[src/rtl/host_loader.sv]
// -----------------------------------------------------------------------------
// host_loader
//
// Upstream feeder for the matrix coprocessor. Accepts a host word stream over a
// valid/ready handshake. The first word of a job is a header whose bits [15:0]
// give the data word count N. The header is written verbatim to line 0. The N
// data words that follow are packed BLOCK_SIZE per line and written to lines
// 1, 2, ... Lane 0 holds the first word of a line. After the last line, the
// loader writes the start bit into the status word, then waits for the done bit
// (in_status[1]) before it accepts the next job.
//
// Ports:
//   in_clk, in_reset        clock, synchronous active-high reset
//   in_host_data/valid      host word stream
//   out_host_ready          loader accepts a word this cycle
//   out_mem_address/data    memory line address / line write data
//   out_mem_write_en        line write strobe (one cycle per line)
//   out_status              status word to write (start bit = bit 0)
//   out_write_status_en     status write strobe
//   in_status               status read back from memory (done = bit 1)
//   out_busy                job in progress
//   out_done                one-cycle pulse when the job completes
//   out_overflow            sticky: data exceeded memory capacity
//   out_checksum            sum of the job's data words, modulo 2^WORD_SIZE
//                           (present only when HOST_LOADER_CHECKSUM_EN is defined)
//
// Optional feature macro: HOST_LOADER_CHECKSUM_EN
// -----------------------------------------------------------------------------
module host_loader #(
   parameter int WORD_SIZE       = 32,
   parameter int BLOCK_SIZE      = 3,
   parameter int MEMORY_SIZE     = 1024,
   parameter int LOG_MEMORY_SIZE = $clog2(MEMORY_SIZE)
) (
   input  logic                            in_clk,
   input  logic                            in_reset,
   input  logic [WORD_SIZE-1:0]            in_host_data,
   input  logic                            in_host_valid,
   output logic                            out_host_ready,
   output logic [LOG_MEMORY_SIZE-1:0]      out_mem_address,
   output logic [BLOCK_SIZE*WORD_SIZE-1:0] out_mem_data,
   output logic                            out_mem_write_en,
   output logic [WORD_SIZE-1:0]            out_status,
   output logic                            out_write_status_en,
   input  logic [WORD_SIZE-1:0]            in_status,
   output logic                            out_busy,
   output logic                            out_done,
   output logic                            out_overflow
`ifdef HOST_LOADER_CHECKSUM_EN
   ,
   output logic [WORD_SIZE-1:0]            out_checksum
`endif
);

   localparam int LANE_W = (BLOCK_SIZE > 1) ? $clog2(BLOCK_SIZE) : 1;

   typedef enum logic [2:0] {
      IDLE,
      LOAD,
      FLUSH,
      STATUS,
      WAIT_DONE
   } state_t;

   state_t                                  state;
   logic                                    host_ready;
   logic                                    accept;

   // lane buffer for the line being assembled
   logic [BLOCK_SIZE-1:0][WORD_SIZE-1:0]    lanes;
   logic [BLOCK_SIZE-1:0][WORD_SIZE-1:0]    line_next;
   logic [LANE_W-1:0]                       lane_idx;
   logic                                    lane_last;

   // job bookkeeping
   logic [15:0]                             n_words;
   logic [15:0]                             word_cnt;
   logic                                    word_last;
   logic [LOG_MEMORY_SIZE-1:0]              line_addr;
   logic                                    mem_full;

   // registered line write port
   logic [BLOCK_SIZE-1:0][WORD_SIZE-1:0]    line_p1;
   logic [LOG_MEMORY_SIZE-1:0]              addr_p1;
   logic                                    vld_p1;

   logic [WORD_SIZE-1:0]                    status_word;
   logic                                    status_en;
   logic                                    busy;
   logic                                    done;
   logic                                    overflow;

`ifdef HOST_LOADER_CHECKSUM_EN
   logic [WORD_SIZE-1:0]                    checksum;
   assign out_checksum = checksum;
`endif

   // only the done bit of the status word is consumed
   logic unused_status;
   assign unused_status = ^{in_status[WORD_SIZE-1:2], in_status[0]};

   assign accept    = in_host_valid & host_ready;
   assign lane_last = (lane_idx == LANE_W'(BLOCK_SIZE - 1));
   assign word_last = ((word_cnt + 16'd1) == n_words);

   always_comb begin
      line_next           = lanes;
      line_next[lane_idx] = in_host_data;
   end

   // ---- stage p0 -> p1: handshake, packing and control ----
   always_ff @(posedge in_clk) begin
      if (in_reset) begin
         state       <= IDLE;
         host_ready  <= 1'b1;
         lanes       <= '0;
         lane_idx    <= '0;
         n_words     <= '0;
         word_cnt    <= '0;
         line_addr   <= LOG_MEMORY_SIZE'(1);
         mem_full    <= 1'b0;
         line_p1     <= '0;
         addr_p1     <= '0;
         vld_p1      <= 1'b0;
         status_word <= '0;
         status_en   <= 1'b0;
         busy        <= 1'b0;
         done        <= 1'b0;
         overflow    <= 1'b0;
`ifdef HOST_LOADER_CHECKSUM_EN
         checksum    <= '0;
`endif
      end else begin
         // strobes are single-cycle unless re-asserted below
         vld_p1      <= 1'b0;
         status_en   <= 1'b0;
         status_word <= '0;
         done        <= 1'b0;

         case (state)
            IDLE: begin
               if (accept) begin
                  // header goes out verbatim as the config line at address 0
                  line_p1    <= '0;
                  line_p1[0] <= in_host_data;
                  addr_p1    <= '0;
                  vld_p1     <= 1'b1;
                  busy       <= 1'b1;
                  overflow   <= 1'b0;
                  n_words    <= in_host_data[15:0];
                  word_cnt   <= '0;
                  lanes      <= '0;
                  lane_idx   <= '0;
                  line_addr  <= LOG_MEMORY_SIZE'(1);
                  mem_full   <= 1'b0;
`ifdef HOST_LOADER_CHECKSUM_EN
                  checksum   <= '0;
`endif
                  if (in_host_data[15:0] == 16'd0) begin
                     host_ready <= 1'b0;
                     state      <= STATUS;
                  end else begin
                     state      <= LOAD;
                  end
               end
            end

            LOAD: begin
               if (accept) begin
                  word_cnt <= word_cnt + 16'd1;
`ifdef HOST_LOADER_CHECKSUM_EN
                  checksum <= checksum + in_host_data;
`endif
                  if (!mem_full) begin
                     if (lane_last) begin
                        line_p1  <= line_next;
                        addr_p1  <= line_addr;
                        vld_p1   <= 1'b1;
                        lanes    <= '0;
                        lane_idx <= '0;
                        // the top line is the last one; the address never wraps
                        if (line_addr == LOG_MEMORY_SIZE'(MEMORY_SIZE - 1))
                           mem_full  <= 1'b1;
                        else
                           line_addr <= line_addr + LOG_MEMORY_SIZE'(1);
                     end else begin
                        lanes    <= line_next;
                        lane_idx <= lane_idx + LANE_W'(1);
                     end
                  end else begin
                     overflow <= 1'b1;
                  end

                  if (word_last) begin
                     host_ready <= 1'b0;
                     // a stored word that did not close its line leaves a partial line
                     if (!mem_full && !lane_last)
                        state <= FLUSH;
                     else
                        state <= STATUS;
                  end
               end
            end

            FLUSH: begin
               // unfilled lanes are already zero because the buffer is cleared per line
               line_p1  <= lanes;
               addr_p1  <= line_addr;
               vld_p1   <= 1'b1;
               lanes    <= '0;
               lane_idx <= '0;
               state    <= STATUS;
            end

            STATUS: begin
               // any pending line write drains this cycle, so the status write follows it
               status_word <= WORD_SIZE'(1);
               status_en   <= 1'b1;
               state       <= WAIT_DONE;
            end

            WAIT_DONE: begin
               if (in_status[1]) begin
                  done       <= 1'b1;
                  busy       <= 1'b0;
                  host_ready <= 1'b1;
                  state      <= IDLE;
               end
            end

            default: begin
               state      <= IDLE;
               host_ready <= 1'b1;
            end
         endcase
      end
   end

   // ---- stage p1: registered outputs ----
   assign out_host_ready      = host_ready;
   assign out_mem_address     = addr_p1;
   assign out_mem_data        = line_p1;
   assign out_mem_write_en    = vld_p1;
   assign out_status          = status_word;
   assign out_write_status_en = status_en;
   assign out_busy            = busy;
   assign out_done            = done;
   assign out_overflow        = overflow;

endmodule

[config.mk]
export PLATFORM = sky130hd
export DESIGN_NAME = host_loader
export DESIGN_NICKNAME = d
export VERILOG_FILES = /design/src/rtl/host_loader.sv
export SDC_FILE = /design/constraint.sdc
export NUM_CORES = 1
export LEC_CHECK = 0
export BUFFER_PORTS_ARGS = -buffer_cell sky130_fd_sc_hd__buf_4
export CORE_ASPECT_RATIO = 1.75
export CORE_MARGIN = 4
export CORE_UTILIZATION = 47
export DETAILED_ROUTE_END_ITERATION = 10
export PLACE_DENSITY = 0.75
export SYNTH_ARGS = -nofsm -noshare
export SYNTH_HDL_FRONTEND = slang
export SYNTH_SLANG_ARGS = --single-unit
[constraint.sdc]
create_clock -name in_clk -period 3.3 [get_ports in_clk]
set_input_delay 0.66 -clock in_clk [delete_from_list [all_inputs] [get_ports in_clk]]
set_output_delay 0.66 -clock in_clk [all_outputs]
set_load 0.1 [all_outputs]
==> reports/metrics.cfg, run 1 <==
[timing]
drv_slew=0
max_slew.worst_pin.slew_ps=895
max_freq_ghz=0.356
hold_viol_final=0
setup_viol=0
fin_worst_skew_ps=10.9
relSlewSlack=0.401
setup-tns-final_ps=0
rsz0062_at_grt=no
finalCritPeriodShare=0.851
finalCriticalPeriod_ps=2810

[cts]
clk_latency_ps=510
postCtsSetupBuffers=0
cts-root-buf=clkbuf_16
cts_made_buffers=23
h-tree-depth=1
ctsHoldBuffers=0
cts_tree=built
cts.path.max_buffers=3
clkTransAtPathRegs_ps=70
cts_num_sinks=256
cts_resized=0

[power]
ir_worst_vdd_uv=962
power_density_nw_per_um2=977
cellLeakagePower_uw=0.00487

[global_route]
gr-usage-all-layers=0.231
grt_start_max_net_pins=112
overflow=0
grt_pass1_vias=8539
grt_pass1_wl_mm=46.1
antenna_found_initial=0

[placement]
gp_congestion=0.866
port_buffers=148
place_inst=1588
dp_hpwl_mm=21.2

[routing]
vias=9178
wl_per_cell_um=18.4
drt-total-wl_mm=29.9
drt_iter0_markers=685
ant_nets=0
viasPerCell=5.63
drc_errors=0
first_pass_iters=5

[synthesis]
synth_fa_ha_area_frac=0.00237
synth.distinct_cells=67
yosysTopAreaCell=dfxtp_1
synth_async_sr_flop_share=0
synth_area_um2=10500
netlist_instances=1214
synth_xor_area_frac=0.0199
seq_area_frac_synth=0.486
netlist_top_cells_area=dfxtp_1, nor2_1, a221oi_1, nand2_1, a21oi_1
avgSynthCellArea_um2=8.69
synth_edf_count=0
yosys.area_share.simple=0.220
synth-compound-area-share=0.176
ys_ff_latch=256
synth_ff_type=dfxtp_1
netlist.area_leader.share=0.486
ys_warn_count=0
muxShareOfSynthArea=0.0323
synth_top_family_by_area=simple AND/OR/NAND/NOR gates

[setup_path]
worstPathRequired_ps=3700
endpoint_kind=register
path_max_fanout=7
crit_path_start_kind=register
rr_startpoint=word_cnt[0]$_SDFFE_PP0P_
crit_arrival_ps=3210
r2r_cells=7
critPathKind=reg -> reg
r2r_slack_ps=490
r2r-end=out_host_ready$_SDFFE_PP1P_

[finish]
mostFrequentLayoutCell=dfxtp_1
final_cell_mix=dfxtp_1, buf_4, nor2_1
n_fill_cell=1981
drive_gt1_frac=0.181
fin_cells=1629
area_delta_synth_final_pct=19.4
diodes=0
final_core_util=0.570
final_nets=1386

[status]
outcome=completed

[floorplan]
initial_utilization=0.478
dieWidth_um=121
ioPinCount=211
fp-row-count=72
die_h_um=206
die_area_um2=25000
core_um2=22100

[min_path]
hold_path_end=lanes[23]$_SDFFE_PP0P_
hold_depth=3
hold_start=in_host_data[23]
holdCritPathClass=in -> reg

[run]
maxCapViolCount=0

==> how the worst max path moves through the flow <==
stage,to,startpoint,cells after the start
floorplan,out_mem_data[10]$_SDFFE_PP0P_,out_host_ready$_SDFFE_PP1P_,8
global placement,out_host_ready$_SDFFE_PP1P_,word_cnt[0]$_SDFFE_PP0P_,7
detailed placement,out_host_ready$_SDFFE_PP1P_,word_cnt[0]$_SDFFE_PP0P_,7
CTS,out_host_ready$_SDFFE_PP1P_,word_cnt[0]$_SDFFE_PP0P_,7
global route,out_host_ready$_SDFFE_PP1P_,word_cnt[0]$_SDFFE_PP0P_,7
finish,out_host_ready$_SDFFE_PP1P_,word_cnt[0]$_SDFFE_PP0P_,7
==> worst max-delay path, cell delays in order, from the launching register on <==
cell	delay, ps
dfxtp_1	430
ha_1	300
nand3_1	160
or4_4	530
a2111oi_2	360
nand4_1	140
or4_4	580
o21a_1	210
==> power breakdown <==
| group | switching [uW] | internal [uW] | total (uW) |
|---|---|---|---|
| clock network | 1150 | 1760 | 2910 |
| registers | 302 | 3550 | 3850 |
| logic | 4310 | 1230 | 5540 |
| total | 5760 | 6550 | 12300 |
==> cell usage after synthesis, types with 3 or more instances <==
| cell type | number |
|---|---|
| a21oi_1 | 91 |
| or3_1 | 4 |
| a22o_1 | 10 |
| nor2_1 | 166 |
| mux2i_1 | 34 |
| nor3_1 | 75 |
| nor2b_1 | 6 |
| a221oi_1 | 65 |
| nor3b_1 | 5 |
| xor2_1 | 5 |
| a211oi_1 | 34 |
| buf_4 | 33 |
| a22oi_1 | 24 |
| nand2b_1 | 7 |
| and3_1 | 6 |
| and2_1 | 33 |
| nand2_1 | 142 |
| and4_1 | 3 |
| a31oi_1 | 4 |
| o21ai_0 | 14 |
| xnor2_1 | 19 |
| dfxtp_1 | 256 |
| nand4_1 | 9 |
| nor4_1 | 12 |
| a21o_1 | 3 |
| clkbuf_8 | 3 |
| clkbuf_1 | 81 |
| nand3_1 | 13 |
| buf_1 | 5 |
| buf_2 | 3 |
==> through the flow <==
step	hold slack [ps]	setup WS [ps]	power (uW)	area (um^2)
floorplan	431	569	8190	10700
global route	438	314	12800	12600
CTS	415	484	12400	12600
finish	430	492	12300	12600
detailed placement	445	486	9450	11800
global placement	441	554	9400	11800
==> cell type report <==
cell class	instances	area, um^2	area share
clock inverter	11	186	0.0148
tap	296	370	0.0294
multi-input combinational	858	4910	0.390
timing repair buffer	177	1350	0.108
clock buffer	30	642	0.0510
sequential	256	5120	0.407
inverter	1	3.75	0.000298
==> flip-flops by register name, summed over array words and instances (netlist names) <==
signal and cells:
lane_idx 2, lanes 96, line_addr 10, mem_full 1, n_words 16, out_busy 1
out_done 1, out_host_ready 1, out_mem_address 10, out_mem_data 96, out_mem_write_en 1, out_overflow 1
out_write_status_en 1, state 3, word_cnt 16
==> layer usage <==
metal	track usage	routed length [um]	vias up
met2	0.419	15400	324
met3	0.0296	1610	99
met5	0	0	-
met4	0.133	1940	0
met1	0.256	11000	4307
li1	-	-	4448
==> logic make-up (layout without fill, tap and decap cells) <==
family / count (synthesis) / after routing
simple gates: 501 / 501
compound gates: 266 / 266
flops: 256 / 256
buf+inv: 130 / 219
mux: 34 / 34
xor+xnor: 24 / 24
fa+ha+maj: 2 / 2
other cells: 1 / 31
Note: power is estimated with default switching activity, not from simulation.
==> run 2: changes to the inputs <==
--- a/config.mk
+++ b/config.mk
@@ -10,7 +10,7 @@
 export CORE_MARGIN = 4
 export CORE_UTILIZATION = 47
 export DETAILED_ROUTE_END_ITERATION = 10
-export PLACE_DENSITY = 0.75
+export PLACE_DENSITY = 0.78
 export SYNTH_ARGS = -nofsm -noshare
 export SYNTH_HDL_FRONTEND = slang
 export SYNTH_SLANG_ARGS = --single-unit
==> constraint.sdc (replaced) <==
create_clock -name in_clk -period 2.4 [get_ports in_clk]
set_input_delay 0.48 -clock in_clk [delete_from_list [all_inputs] [get_ports in_clk]]
set_output_delay 0.48 -clock in_clk [all_outputs]
set_load 0.1 [all_outputs]
==> run 2 against run 1 <==
  * The flow now finishes with violations (negative setup slack)
  * Total power rose by 37%
  * Worst hold slack got worse by 170 ps
  * Count of clock-buffer cells in the layout fell by 2
  * Fmax rose by 15%
==> reports/metrics.cfg, run 2 (synthesis results as in run 1) <==
[setup_path]
rr_startpoint=word_cnt[11]$_SDFFE_PP0P_
critPathKind=reg -> reg
crit_path_start_kind=register
path_max_fanout=4  ; -3
endpoint_kind=register
r2r_slack_ps=-40  ; -530 ps
r2r-end=out_host_ready$_SDFFE_PP1P_
crit_family=simple AND/OR/NAND/NOR gates
cp_cell_sequence=nand4_1 > or4_4 > a2111oi_4 > nand4_1 > or4_4 > o21a_1
slowest_stage=or4_4
crit_arrival_ps=2840  ; -370 ps
worstPathRequired_ps=2800  ; -900 ps
cpPeakStageDelay_ps=580  ; about the same
critPathBufInv=0  ; unchanged
r2r_cells=6  ; -1

[finish]
diodes=0  ; unchanged
final_cell_mix=dfxtp_1, buf_4, nor2_1
final_nets=1428  ; +3.0%
drive_gt1_frac=0.213  ; +0.0319
fin_area_um2=12900  ; +2.8%
n_fill_cell=1918  ; -3.2%
area_delta_synth_final_pct=22.7
mostFrequentLayoutCell=dfxtp_1

[min_path]
hold_path_end=lanes[57]$_SDFFE_PP0P_
hold_depth=3  ; unchanged
holdCritPathClass=in -> reg
hold_start=in_host_data[25]

[floorplan]
core_um2=22100  ; unchanged
fp-row-count=72  ; unchanged
ioPinCount=211  ; unchanged
dieWidth_um=121  ; unchanged
die_h_um=206  ; unchanged
die_area_um2=25000  ; unchanged
initial_utilization=0.478  ; unchanged

[timing]
fin_worst_skew_ps=11.9  ; +0.950 ps
relSlewSlack=0.447  ; +0.0463
setup-tns-final_ps=-38.7  ; -38.7 ps
rsz0062_at_grt=yes
fin_ws_ps=-38.7  ; -530 ps
hold_viol_final=0  ; unchanged
max_freq_ghz=0.410  ; +15%
finalCriticalPeriod_ps=2440  ; -370 ps
setup_viol=1  ; +1
finalCritPeriodShare=1.02  ; +0.165
drv_slew=0  ; unchanged
max_slew.worst_pin.slew_ps=829  ; -66.2 ps

[status]
outcome=finished with violations
violations=negative setup slack

[routing]
viasPerCell=5.67  ; +0.72%
vias=9471  ; +3.2%
ant_nets=0  ; unchanged
drt-total-wl_mm=31.1  ; +3.9%
drc_errors=0  ; unchanged
first_pass_iters=5  ; unchanged
drt_iter0_markers=691  ; +0.88%
wl_per_cell_um=18.6  ; +1.4%

[placement]
placed_cell_area_um2=12100  ; +3.1%
dp_hpwl_mm=22.1  ; +3.8%
port_buffers=148  ; unchanged
gp_congestion=0.874  ; +0.82%

[global_route]
grt_pass1_wl_mm=48.1  ; +4.4%
gr-usage-all-layers=0.242  ; +0.0110
grt_pass1_vias=9180  ; +7.5%
overflow=0  ; unchanged
antenna_found_initial=0  ; unchanged
grt_start_max_net_pins=129  ; +15%

[cts]
ctsHoldBuffers=0  ; unchanged
cts_num_sinks=256  ; unchanged
cts.path.max_buffers=3  ; unchanged
clkTransAtPathRegs_ps=70  ; about the same
clk_latency_ps=510  ; about the same
cts-root-buf=clkbuf_16
h-tree-depth=1  ; unchanged
cts_tree=built
cts_made_buffers=23  ; unchanged

[run]
maxCapViolCount=0  ; unchanged

[power]
ir_worst_vdd_uv=1110  ; +15%
cellLeakagePower_uw=0.00508  ; +4.1%
power_uw=16900  ; +37%
power_density_nw_per_um2=1310  ; +34%

## run 2: changes by cell type in the layout (fill, tap and decap cells not counted), moves of 2 or more
cell | before | now
buf_4 | 175 | 215
dfxtp_1 | 256 | 247
dfxtp_2 | 0 | 7
clkbuf_8 | 4 | 0
buf_12 | 2 | 4
dfxtp_4 | 0 | 2
## run 2: worst max-delay path by stage
stage                              startpoint                           to  cells past startpoint
global placement     word_cnt[1]$_SDFFE_PP0P_  out_host_ready$_SDFFE_PP1P_                      7
finish              word_cnt[11]$_SDFFE_PP0P_  out_host_ready$_SDFFE_PP1P_                      6
global route        word_cnt[11]$_SDFFE_PP0P_  out_host_ready$_SDFFE_PP1P_                      6
detailed placement   word_cnt[1]$_SDFFE_PP0P_  out_host_ready$_SDFFE_PP1P_                      7
floorplan            word_cnt[5]$_SDFFE_PP0P_  out_host_ready$_SDFFE_PP1P_                      6
CTS                 word_cnt[11]$_SDFFE_PP0P_  out_host_ready$_SDFFE_PP1P_                      6
## run 2: repair_timing
item	in CTS	in global routing
setup endpoints to repair	2	28
resized for setup	4	5
buffers inserted	2	0
pin swaps	0	1
## run 2: layout make-up
class                      count  area [um^2]  share of cell area
clock buffer                  28          616              0.0476
clock inverter                11          165              0.0128
inverter                       1         3.75            0.000290
multi-input combinational    858         4950               0.382
sequential                   256         5140               0.397
tap                          296          370              0.0286
timing repair buffer         219         1690               0.131
## run 2: power breakdown
part / internal, uW / total, uW / switching, uW
combinational: 1790 / 7780 / 5990
sequential: 4890 / 5280 / 397
clock: 2260 / 3850 / 1590
## run 2: stage by stage
step	hold slack (ps)	utilization	std cells	setup WS, ps
after floorplan	431	-	1244	11.3
after global placement	442	0.549	1628	-50.3
after detailed placement	445	0.549	1628	-56.3
after CTS	249	0.586	1669	-26.8
after global routing	259	0.586	1669	-104
final	262	0.586	1669	-38.7
## run 2: metal layers
metal | global-route usage | wire length (um) | vias to the layer above
li1 | - | - | 4542
met2 | 0.449 | 16500 | 324
met3 | 0.0288 | 1530 | 96
met5 | 0 | 0 | -
met4 | 0.149 | 2030 | 0
met1 | 0.256 | 11100 | 4509
## run 2: worst register-to-register path, stage by stage (launching register included)
cell       delay, ps
dfxtp_2          350
nand4_1          170
or4_4            540
a2111oi_4        350
nand4_1          130
or4_4            580
o21a_1           210
